===== config.mk =====
export PLATFORM = sky130hd
export DESIGN_NAME = change_dispenser
export DESIGN_NICKNAME = d
export VERILOG_FILES = /design/src/rtl/vending_pkg.sv /design/src/rtl/change_dispenser_tick_timer.sv /design/src/rtl/change_dispenser.sv
export SDC_FILE = /design/constraint.sdc
export NUM_CORES = 1
export LEC_CHECK = 0
export ABC_AREA = 1
export BUFFER_PORTS_ARGS = -buffer_cell sky130_fd_sc_hd__clkbuf_2
export CORE_MARGIN = 4
export CORE_UTILIZATION = 58
export DETAILED_ROUTE_END_ITERATION = 12
export GPL_TIMING_DRIVEN = 0
export PLACE_DENSITY_LB_ADDON = 0.1
export SYNTH_ARGS = -nofsm -noshare
export SYNTH_HDL_FRONTEND = slang
export SYNTH_SLANG_ARGS = --single-unit
export TNS_END_PERCENT = 10

===== constraint.sdc =====
create_clock -name clock -period 4.83 [get_ports clock]
set_clock_uncertainty 0.2 [all_clocks]
set_input_delay 1.449 -clock clock [delete_from_list [all_inputs] [get_ports clock]]
set_output_delay 1.449 -clock clock [all_outputs]
set_load 0.005 [all_outputs]

===== src/rtl/vending_pkg.sv =====
// Shared vending types: coin eject codes, coin values in nickels,
// and the change-dispenser state encoding.
package vending_pkg;

  typedef logic [2:0] coin_t;

  localparam coin_t COIN_NONE    = 3'd0;
  localparam coin_t COIN_QUARTER = 3'd4;
  localparam coin_t COIN_DIME    = 3'd2;
  localparam coin_t COIN_NICKEL  = 3'd1;

  localparam int UNITS_W = 5;
  typedef logic [UNITS_W-1:0] units_t;

  localparam units_t VAL_QUARTER = 5'd5;
  localparam units_t VAL_DIME    = 5'd2;
  localparam units_t VAL_NICKEL  = 5'd1;

  typedef enum logic [2:0] {
    IDLE,
    SELECT,
    PULSE,
    GAP,
    DONE
  } disp_state_t;

  typedef struct packed {
    coin_t  coin;
    units_t value;
  } coin_pick_t;

endpackage


===== src/rtl/change_dispenser_tick_timer.sv =====
// Enable-tick counter with restart and terminal-count flag.
// Shared by the pulse and gap phases of the dispenser.
module tick_timer #(
  parameter int W = 8
) (
  input  logic         clock,
  input  logic         clear,
  input  logic         start,
  input  logic         enable,
  input  logic [W-1:0] term,
  output logic         hit
);

  logic [W-1:0] count;

  assign hit = enable && (count == term);

  always_ff @(posedge clock) begin
    if (!clear) begin
      count <= '0;
    end else if (start || hit) begin
      count <= '0;
    end else if (enable) begin
      count <= count + W'(1);
    end
  end

endmodule


===== src/rtl/change_dispenser.sv =====
// Greedy change payout: turns a BCD change amount into timed
// quarter/dime/nickel eject pulses for the hopper solenoids.
module change_dispenser
  import vending_pkg::*;
#(
  parameter int PULSE_TICKS = 2,
  parameter int GAP_TICKS   = 1
) (
  input  logic       clock,
  input  logic       clear,
  input  logic       enable,
  input  logic       change_valid,
  input  logic [7:0] change_bcd,
  output logic       change_ready,
  output logic [2:0] eject,
  output logic [7:0] remaining,
  output logic       busy,
  output logic       done,
  output logic       error
);

  localparam int TW = 8;
  localparam logic [TW-1:0] PULSE_TERM = TW'(PULSE_TICKS - 1);
  localparam logic [TW-1:0] GAP_TERM   = TW'(GAP_TICKS - 1);

  disp_state_t state;
  units_t      units;
  coin_pick_t  pick;

  logic [3:0]    req_tens;
  logic [3:0]    req_ones;
  logic          req_ok;
  units_t        req_units;

  logic          tmr_run;
  logic          tmr_start;
  logic          tmr_hit;
  logic [TW-1:0] tmr_term;

  assign req_tens  = change_bcd[7:4];
  assign req_ones  = change_bcd[3:0];
  assign req_ok    = (req_tens <= 4'd9) &&
                     (req_ones == 4'd0 || req_ones == 4'd5);
  assign req_units = {req_tens, 1'b0} +
                     {4'd0, req_ones == 4'd5};

  // Units are nickels, so a dime is 2 and the tens digit is units/2.
  assign remaining = {units[4:1], units[0] ? 4'h5 : 4'h0};

  assign change_ready = (state == IDLE);
  assign busy         = (state != IDLE);

  always_comb begin
    pick = '{coin: COIN_NICKEL, value: VAL_NICKEL};
    priority case (1'b1)
      (units >= VAL_QUARTER):
        pick = '{coin: COIN_QUARTER, value: VAL_QUARTER};
      (units >= VAL_DIME):
        pick = '{coin: COIN_DIME, value: VAL_DIME};
      default:
        pick = '{coin: COIN_NICKEL, value: VAL_NICKEL};
    endcase
  end

  assign tmr_run   = enable && (state == PULSE || state == GAP);
  assign tmr_start = (state == SELECT);
  assign tmr_term  = (state == GAP) ? GAP_TERM : PULSE_TERM;

  tick_timer #(
    .W(TW)
  ) u_timer (
    .clock  (clock),
    .clear  (clear),
    .start  (tmr_start),
    .enable (tmr_run),
    .term   (tmr_term),
    .hit    (tmr_hit)
  );

  always_ff @(posedge clock) begin
    if (!clear) begin
      state <= IDLE;
      units <= '0;
      eject <= COIN_NONE;
      done  <= 1'b0;
      error <= 1'b0;
    end else begin
      done  <= 1'b0;
      error <= 1'b0;
      unique case (state)
        IDLE: begin
          if (change_valid) begin
            if (req_ok) begin
              units <= req_units;
              state <= SELECT;
            end else begin
              error <= 1'b1;
            end
          end
        end
        SELECT: begin
          if (units == '0) begin
            done  <= 1'b1;
            state <= DONE;
          end else begin
            eject <= pick.coin;
            units <= units - pick.value;
            state <= PULSE;
          end
        end
        PULSE: begin
          if (tmr_hit) begin
            eject <= COIN_NONE;
            state <= GAP;
          end
        end
        GAP: begin
          if (tmr_hit) begin
            state <= SELECT;
          end
        end
        DONE: begin
          state <= IDLE;
        end
        default: begin
          eject <= COIN_NONE;
          state <= IDLE;
        end
      endcase
    end
  end

endmodule

==> reports/metrics.csv <==
metric,value,unit
Reg2Reg Depth,12,
Worst Hold Launch,eject[2],
Period minus WS final,2873,ps
worst hold slack,268.9,ps
clock transition at the registers of the reported paths,120,ps
#FFs+latches synth,21,
Starting DRT DRC Count,34,
# nets final,242,
Routed Antenna Nets,0,
area of placed instances,1461,µm²
vias in the first global route,1216,
Hold Crit Class,flop to flop,
Sink Count,21,
final core occ,72.92,%
hpwl dp,2222,µm
Synth cell types,30,
Total Neg Setup Slack,0,ps
post-cts resize count,0,
clk_lat worst skew,310,ps
CTS Root Cell,clkbuf_4,
RD Place Congestion,0.8429,
CTS tree,built,
Rows,16,
core area,2042,µm²
gr ovfl total,0,
worst reg2reg startpoint,units[1],
Hold Fails Final Rpt,0,
"Area growth, synth to finish",14.20,%
setup bufs post-CTS,0,
Chip Height,55.41,µm
total number of vias,1324,
Peak VDD IR,0.2428,mV
All-Layer GR Usage,19.19,%
antenna cells,0,
status,"finished, final reports clean",
CTS buffer count,3,
final instance area,1489,µm²
RSZ-0062 raised after global routing,no,
H-tree depth,1,
final slew viol count,0,
fraction of layout cells with a size suffix above 1,21.43,%
DR WL/cell,11.04,µm
Via density,5.275,
P_leak,0.0006772,µW
Syn Area/Cell,6.686,µm²
endpoints failing setup,0,
"most common cell after layout, fill and taps aside",nand2_1,
# DRC,0,
first-pass GRT wire length,4885,µm
Fmax,348.0,MHz
most frequent cells in the layout,"nand2_1, inv_1, nor2_1, clkbuf_2, dfxtp_1",
Starting Density,63.85,%
final wirelength,2770,µm
max-cap violations,0,
Die Footprint,3070,µm²
cts hold-fix bufs,0,
CP required,3180,ps
Post-Place Cells,247,
initial antenna violation count,0,
Worst setup SP type,flop,
post-synthesis cell count,195,
Crit Path Max Fanout,7,
largest net degree at the start of global routing,13,
port buffer count,24,
CP Class,flop to primary output,
Yosys warning total,0,
Final Non-Filler Cells,251,
critical path data arrival time,1220,ps
CTS max path bufs,2,
First-pass DRT Iterations,5,
share of the yosys chip area belonging to registers,32.25,%
CP endpoint kind,primary output,
share of the cycle needed by the critical path after routing,59.49,%
Power Dens Cells,287.8,nW/µm²
WHS Path Cells,2,
Critical Path Start,state[1],
Die X,55.41,µm
top-level I/O count,27,
synthesized area,1304,µm²
-- report_power, final --
part / total [µW] / internal [µW] / switching [µW] / leakage [µW]
sequential: 192 / 183 / 9.05 / 0.000170
combinational: 151 / 57.5 / 93.9 / 0.000490
clock: 85.2 / 31.0 / 54.2 / 0.0000177
total: 429 / 271 / 157 / 0.000677
-- cell usage after synthesis, drive strengths merged --
cell | count | area, µm²
nand2 | 52 | 205.2
inv | 28 | 105.1
nor2 | 27 | 113.9
dfxtp | 21 | 420.4
nand3 | 16 | 97.60
a21oi | 12 | 60.06
o21ai | 10 | 57.55
nor3 | 5 | 30.03
buf | 4 | 33.78
ha | 4 | 50.05
nand4 | 4 | 25.02
a21boi | 2 | 15.01
a31oi | 2 | 12.51
o21bai | 2 | 22.52
conb | 1 | 3.750
fa | 1 | 20.02
nor3b | 1 | 7.510
or2 | 1 | 6.260
xnor2 | 1 | 8.760
xor2 | 1 | 8.760
-- layout make-up --
type	count	area, µm²
clock inverters	1	5.005
clock buffers	3	22.52
flip-flops and latches	21	420.4
plain buffers	4	33.78
multi-input cells	143	748.2
repair buffers	24	120.1
inverters	28	105.1
well taps	27	33.78
fillers	181	553.0
-- critical path: stages (launching register included) --
cell	delay [ps]
dfxtp_1	480
nor2_2	80
nand2_1	150
inv_1	80
clkbuf_2	120
-- final timing paths --
path | end | slack, ps
max | change_ready | 1960
min | eject[2] | 270
max reg2reg | units[2] | 2280
min reg2reg | eject[2] | 270
-- per-layer routing --
layer / global-route usage (%) / part of all wire (%)
met5: 0 / 0
met4: 5.208 / 1.0
met3: 4.895 / 5.7
met2: 32.26 / 46
met1: 24.15 / 47
-- kinds of logic after synthesis --
| kind of cell | count (synthesis) | share of synthesized area, % |
|---|---|---|
| buffers and inverters | 32 | 10.65 |
| adder cells (fa/ha/maj) | 5 | 5.374 |
| AO/OA/AOI/OAI | 28 | 12.86 |
| XOR/XNOR | 2 | 1.344 |
| AND/OR/NAND/NOR | 106 | 37.24 |
| other | 1 | 0.2876 |
| flip-flops | 21 | 32.25 |
-- registers in the layout, indices dropped and copies added, names as in the netlist --
signal / cells
u_timer.count: 8
units: 5
eject: 3
state: 3
done: 1
error: 1
-- metrics by stage --
| step | power (µW) | setup slack [ps] |
|---|---|---|
| final | 428.5 | 1957 |
| after global routing | 460.1 | 1880 |
| after floorplan | 302.9 | 2360 |
| after CTS | 429.8 | 1965 |
| after global placement | 338.4 | 2025 |
| after detailed placement | 344.4 | 2016 |
Note: power is estimated with default switching activity, not from simulation.
